==> src/rtl/xnor_conv_ctrl_pkg.sv <==
// Shared definitions for the XNOR convolution layer controller:
// FSM state encoding, column count and pointer rotation helper.
package xnor_conv_ctrl_pkg;

  localparam int COL_N       = 9;
  localparam int IMG_PIX_DEF = 1024;

  typedef enum logic [2:0] {
    S_IDLE    = 3'd0,
    S_LOAD_W  = 3'd1,
    S_STREAM  = 3'd2,
    S_DRAIN   = 3'd3,
    S_NEXT_CH = 3'd4,
    S_FINISH  = 3'd5
  } state_e;

  // Rotate a one-hot column pointer one position toward the MSB, wrapping.
  function automatic logic [COL_N-1:0] rotl1(input logic [COL_N-1:0] v);
    return {v[COL_N-2:0], v[COL_N-1]};
  endfunction

endpackage

==> src/rtl/xnor_col_ptr.sv <==
// Rotating one-hot column pointer: load forces bit0, advance rotates by one.
// Holds no bit set out of reset.
module xnor_col_ptr
  import xnor_conv_ctrl_pkg::*;
(
  input  logic             clk,
  input  logic             rst,
  input  logic             load,
  input  logic             advance,
  output logic [COL_N-1:0] ptr
);

  // Pointer register.
  always_ff @(posedge clk or negedge rst) begin
    if (!rst) begin
      ptr <= {COL_N{1'b0}};
    end else if (load) begin
      ptr <= {{(COL_N-1){1'b0}}, 1'b1};
    end else if (advance) begin
      ptr <= rotl1(ptr);
    end else begin
      ptr <= ptr;
    end
  end

endmodule

==> src/rtl/xnor_conv_ctrl.sv <==
// Layer sequencer for the XNOR convolution core: per channel it loads one
// kernel, streams IMG_PIX pixels, drains the array, and steps the channel.
module xnor_conv_ctrl
  import xnor_conv_ctrl_pkg::*;
#(
  parameter int IMG_PIX   = IMG_PIX_DEF,
  parameter int ARRAY_LAT = 4,
  parameter int CH_W      = 9
) (
  input  logic             clk,
  input  logic             rst,
  input  logic             cfg_start,
  input  logic [CH_W-1:0]  cfg_num_ch,
  input  logic             w_valid,
  output logic             w_ready,
  input  logic             px_valid,
  output logic             px_ready,
  output logic             first_channel,
  output logic             last_channel,
  output logic             start,
  output logic             weight_control,
  output logic             start_threshold,
  output logic [COL_N-1:0] top_start,
  output logic [COL_N-1:0] top_control,
  output logic [COL_N-1:0] side_control,
  output logic             busy,
  output logic             done
);

  localparam int PIX_W = (IMG_PIX > 1) ? $clog2(IMG_PIX) : 1;
  localparam int DR_W  = $clog2(ARRAY_LAT + 3);

  state_e            state;
  state_e            state_nxt;
  logic [PIX_W-1:0]  pix_cnt;
  logic [DR_W-1:0]   drain_cnt;
  logic [CH_W-1:0]   ch_cnt;
  logic [CH_W-1:0]   num_ch;
  logic [CH_W-1:0]   ch_next;
  logic [COL_N-1:0]  ptr;
  logic              beat;
  logic              pix_last;
  logic              drain_last;
  logic              in_head;
  logic              in_layer;

  assign busy           = (state != S_IDLE);
  assign w_ready        = (state == S_LOAD_W);
  assign px_ready       = (state == S_STREAM);
  assign weight_control = w_ready & w_valid;
  assign beat           = px_ready & px_valid;
  assign start          = beat;
  assign pix_last       = (pix_cnt == PIX_W'(IMG_PIX - 1));
  assign drain_last     = (drain_cnt == DR_W'(ARRAY_LAT + 1));
  assign in_head        = (32'(pix_cnt) < 32'(COL_N));
  assign ch_next        = ch_cnt + CH_W'(1);

  // Pointer bits only reach the core on real beats; stalls present zero.
  assign top_control = beat ? ptr : {COL_N{1'b0}};
  assign top_start   = in_head ? top_control : {COL_N{1'b0}};

  assign in_layer        = (state == S_LOAD_W) || (state == S_STREAM) || (state == S_DRAIN);
  assign first_channel   = in_layer && (ch_cnt == {CH_W{1'b0}});
  assign last_channel    = in_layer && (ch_cnt == (num_ch - CH_W'(1)));
  assign start_threshold = last_channel && (state != S_LOAD_W);

  xnor_col_ptr u_col_ptr (
    .clk     (clk),
    .rst     (rst),
    .load    (w_ready),
    .advance (beat),
    .ptr     (ptr)
  );

  // Next-state decode.
  always_comb begin
    state_nxt = state;
    case (state)
      S_IDLE:    if (cfg_start) state_nxt = S_LOAD_W; else state_nxt = S_IDLE;
      S_LOAD_W:  if (w_valid) state_nxt = S_STREAM; else state_nxt = S_LOAD_W;
      S_STREAM:  if (beat && pix_last) state_nxt = S_DRAIN; else state_nxt = S_STREAM;
      S_DRAIN:   if (drain_last) state_nxt = S_NEXT_CH; else state_nxt = S_DRAIN;
      S_NEXT_CH: if (ch_next == num_ch) state_nxt = S_FINISH; else state_nxt = S_LOAD_W;
      S_FINISH:  state_nxt = S_IDLE;
      default:   state_nxt = S_IDLE;
    endcase
  end

  // State, counters, delayed column strobe and the done pulse.
  always_ff @(posedge clk or negedge rst) begin
    if (!rst) begin
      state        <= S_IDLE;
      pix_cnt      <= {PIX_W{1'b0}};
      drain_cnt    <= {DR_W{1'b0}};
      ch_cnt       <= {CH_W{1'b0}};
      num_ch       <= {CH_W{1'b0}};
      side_control <= {COL_N{1'b0}};
      done         <= 1'b0;
    end else begin
      state        <= state_nxt;
      side_control <= top_control;
      done         <= (state == S_FINISH);
      case (state)
        S_IDLE: begin
          if (cfg_start) begin
            // A zero channel count still runs one channel.
            num_ch <= (cfg_num_ch == {CH_W{1'b0}}) ? CH_W'(1) : cfg_num_ch;
            ch_cnt <= {CH_W{1'b0}};
          end
        end
        S_LOAD_W: begin
          pix_cnt   <= {PIX_W{1'b0}};
          drain_cnt <= {DR_W{1'b0}};
        end
        S_STREAM:  if (beat) pix_cnt <= pix_cnt + PIX_W'(1);
        S_DRAIN:   drain_cnt <= drain_cnt + DR_W'(1);
        S_NEXT_CH: ch_cnt <= ch_next;
        default:   ;
      endcase
    end
  end

endmodule

==> config.mk <==
export PLATFORM = sky130hd
export DESIGN_NAME = xnor_conv_ctrl
export DESIGN_NICKNAME = d
export VERILOG_FILES = /design/src/rtl/xnor_conv_ctrl_pkg.sv /design/src/rtl/xnor_col_ptr.sv /design/src/rtl/xnor_conv_ctrl.sv
export SDC_FILE = /design/constraint.sdc
export NUM_CORES = 1
export LEC_CHECK = 0
export BUFFER_PORTS_ARGS = -buffer_cell sky130_fd_sc_hd__buf_4
export CAP_MARGIN = 30
export CORE_MARGIN = 5
export CORE_UTILIZATION = 40
export DETAILED_ROUTE_END_ITERATION = 8
export PLACE_DENSITY = 0.58
export SLEW_MARGIN = 20
export SYNTH_ARGS = -nofsm -noshare
export SYNTH_HDL_FRONTEND = slang
export SYNTH_HIERARCHICAL = 1
export SYNTH_SLANG_ARGS = --single-unit
==> constraint.sdc <==
create_clock -name clk -period 2.74 [get_ports clk]
set_clock_uncertainty 0.1 [all_clocks]
set_input_delay 0.274 -clock clk [delete_from_list [all_inputs] [get_ports clk]]
set_output_delay 0.274 -clock clk [all_outputs]
set_load 0.02 [all_outputs]
==> results.sh <==
export IMPL_status="finished clean"
export IMPL_nFillCells=690
export IMPL_rsz0062_at_grt="yes"
export IMPL_p_int_mw=1.906
export IMPL_slew_viol_final=0
export IMPL_grt_max_degree=54
export IMPL_rr_worst_depth=7
export IMPL_drt_iter0_drc=52
export IMPL_pwr_share_comb_pct=50.0
export IMPL_crit_type="register to primary output"
export IMPL_tightest_slew_ps=677.3
export IMPL_vias_per_cell=5.106
export IMPL_syn_inst=325
export IMPL_dp_cells=466
export IMPL_ys_flop_type="dfrtp_1"
export IMPL_cap_violations=0
export IMPL_clock_root_buffer="clkbuf_8"
export IMPL_synth_simple_area_share_pct=25.45
export IMPL_routed_top_layer="met4"
export IMPL_syn_area_um2=2969
export IMPL_r2r_end="pix_cnt[9]"
export IMPL_synth_distinct_cells=55
export IMPL_synth_seq_cells=53
export IMPL_dr_pass1_iters=4
export IMPL_r2r_start="state[2]"
export IMPL_relSlewSlack_pct=54.85
export IMPL_synth_edff_count=0
export IMPL_layout_commonest_cell="buf_4"
export IMPL_cts_tree="yes"
export IMPL_place_port_buffers=49
export IMPL_n_antenna_cell=0
export IMPL_synth_warnings=6
export IMPL_clock_latency_ps=310
export IMPL_max_freq_mhz=375.5
export IMPL_dp_hpwl_um=4842
export IMPL_dieWidth_um=96.16
export IMPL_powerDensity_nw_per_um2=890.1
export IMPL_synthAdderAreaFrac_pct=2.950
export IMPL_hp_class="primary input to register"
export IMPL_antenna_left=0
export IMPL_vias=2461
export IMPL_period_needed_ps=2663
export IMPL_clock_sinks=53
export IMPL_critPathCapture="last_channel"
export IMPL_slowest_delay_ps=580
export IMPL_route_met3_wl_um=350
export IMPL_fin_crit_sh_pct=97.20
export IMPL_synth_top_family_by_area="simple AND/OR/NAND/NOR gates"
export IMPL_clockBufferDepth=2
export IMPL_placementRows=31
export IMPL_core_area_um2=7253
export IMPL_path_depth=6
export IMPL_synthToLayoutAreaGrowth_pct=23.73
export IMPL_grt_usage_pct=15.28
export IMPL_drive_above_1_share_pct=25.59
export IMPL_sw_frac_of_total_pct=41.71
export IMPL_io_pins=50
export IMPL_leakage_nw=1.733
export IMPL_postLayoutCellArea_um2=3674
export IMPL_nets=403
export IMPL_die_h_um=96.16
export IMPL_pwr_share_clk_pct=13.7
export IMPL_gp_congestion=0.9053
export IMPL_grt_pass1_vias=2312
export IMPL_layout_cells_non_filler=482
export IMPL_layout_common_cells="buf_4 (66), dfrtp_1 (51), nand2_1 (42), nor2_1 (31), o21ai_0 (18)"
export IMPL_muxShareOfSynthArea_pct=3.034
export IMPL_path_cells="nor3_4 -> nand4_1 -> xor2_1 -> or4_4 -> a211oi_2 -> buf_4"
export IMPL_crit_required_ps=2370
export IMPL_cts_buffers=5
export IMPL_overflow=0
export IMPL_p_seq_share_pct=36.2
export IMPL_cp_start_kind="register"
export IMPL_setup_viol=0
export IMPL_startpoint="num_ch[3]"
export IMPL_slowest_stage="or4_4"
export IMPL_route_met2_wl_um=3206
export IMPL_switchingPower_mw=1.364
export IMPL_grt_pass1_wl_um=11080
export IMPL_synth_xor_area_share_pct=7.332
export IMPL_whs_ps=60.56
export IMPL_synth_compound_area_share_pct=11.80
export IMPL_yosysSeqAreaShare_pct=44.67
export IMPL_wl_per_cell_um=13.99
export IMPL_end_kind="primary output"
export IMPL_critPathBufInv=1
export IMPL_max_vdd_ir_drop_mv=0.4468
export IMPL_clk_pin_slew_ps=100
export IMPL_htreeDepth=2
export IMPL_reg2reg_slack_ps=490
export IMPL_worstPathArrival_ps=2290
export IMPL_start_util_pct=40.93
export IMPL_crit_path_max_fanout=4
export IMPL_wl_met1_um=3024
export IMPL_drt_total_wl_um=6744
export IMPL_antenna_found_initial=0
export IMPL_async_reset_ff_share_pct=100.0
export IMPL_die_area_um2=9246
export IMPL_placed_cell_area_um2=3455
export IMPL_hold_violations=0
export IMPL_syn_area_per_cell_um2=9.136
export IMPL_critical_path_top_delay_family="simple AND/OR/NAND/NOR gates"
export IMPL_drc=0
export IMPL_syn_num_nets=346
metrics by stage:
stage	TNS [ps]	power (mW)	setup slack (ps)	utilization, %
after floorplan	0	2.175	188.0	-
after CTS	0	3.203	33.90	49.77
final	0	3.270	76.59	50.65
after global placement	0	2.651	206.2	47.63
after global routing	-24.83	3.536	-19.52	50.65
after detailed placement	0	2.678	158.5	47.63
worst min-delay path, stage by stage:
cell and delay, ps:
buf_4 80, nand2_1 40, nand2_1 40
repair_timing:
action | CTS | global route
gates resized for setup | 6 | 9
hold buffers | 1 | 0
buffers inserted | 4 | 3
pin swaps | 4 | 1
setup endpoints to repair | 2 | 2
hold endpoints to repair | 53 | 0
layer usage:
layer	vias to the layer above	GRT usage, %
li1	1223	-
met1	1158	19.54
met2	60	25.42
met3	20	3.362
met4	0	5.213
met5	-	0
logic make-up after synthesis:
group           Yosys count
simple gates            147
flops                    53
compound gates           52
buf+inv                  33
xor+xnor                 24
mux                       9
fa+ha+maj                 7
power by group through the flow:
stage	clock [mW]	combinational, mW	sequential [mW]
5_1_grt	0.503	1.81	1.22
3_5_place_dp	0	1.46	1.22
2_1_floorplan	0	1.00	1.17
6_report	0.449	1.64	1.18
4_1_cts	0.468	1.55	1.18
3_3_place_gp	0	1.44	1.21
flip-flops by register name, indices dropped and copies added, names as in the netlist:
register,flops
done,1
ch_cnt,9
side_control,9
state,3
drain_cnt,3
u_col_ptr/ptr,9
pix_cnt,10
num_ch,9
worst min path at each step:
stage	from	endpoint	slack, ps	cells past startpoint
2_1_floorplan	rst	ch_cnt[0]	-120	0
3_3_place_gp	rst	pix_cnt[2]	270	1
3_5_place_dp	rst	pix_cnt[3]	260	1
4_1_cts	cfg_num_ch[7]	num_ch[7]	50	3
5_1_grt	cfg_num_ch[3]	num_ch[3]	70	3
6_report	cfg_num_ch[7]	num_ch[7]	60	3
area by class of cell:
class                      instances  area (um2)  share of cell area, %
multi-input combinational        239        1568                  42.68
sequential                        53        1329                  36.17
timing repair buffer              67       505.5                  13.76
tap                               99       123.9                  3.372
clock buffer                       6       72.57                  1.975
inverter                          16       60.06                  1.635
clock inverter                     2       15.01                 0.4087
synth_stat cells (2+ instances only):
cell	n	area share [%]
dfrtp_1	53	45
nand2_1	43	5.4
nor2_1	31	3.9
o21ai_0	18	3.0
inv_1	15	1.9
clkbuf_1	13	1.6
nand3_1	13	2.2
xor2_1	12	3.5
and2_1	11	2.3
xnor2_1	11	3.2
nor2b_1	10	2.1
mux2i_1	9	3.0
ha_1	7	2.9
a21oi_1	6	1.0
nand4_1	6	1.3
nor3_1	5	0.84
o211ai_1	5	1.3
a211oi_1	4	1.0
nor4_1	4	0.84
o31ai_1	4	1.0
and3_1	3	0.63
or3_1	3	0.63
a22o_1	2	0.59
buf_2	2	0.34
buf_6	2	0.76
nand2b_1	2	0.42
nor3b_1	2	0.51
or2_2	2	0.42
No activity file was read; power rests on OpenSTA's default activity.
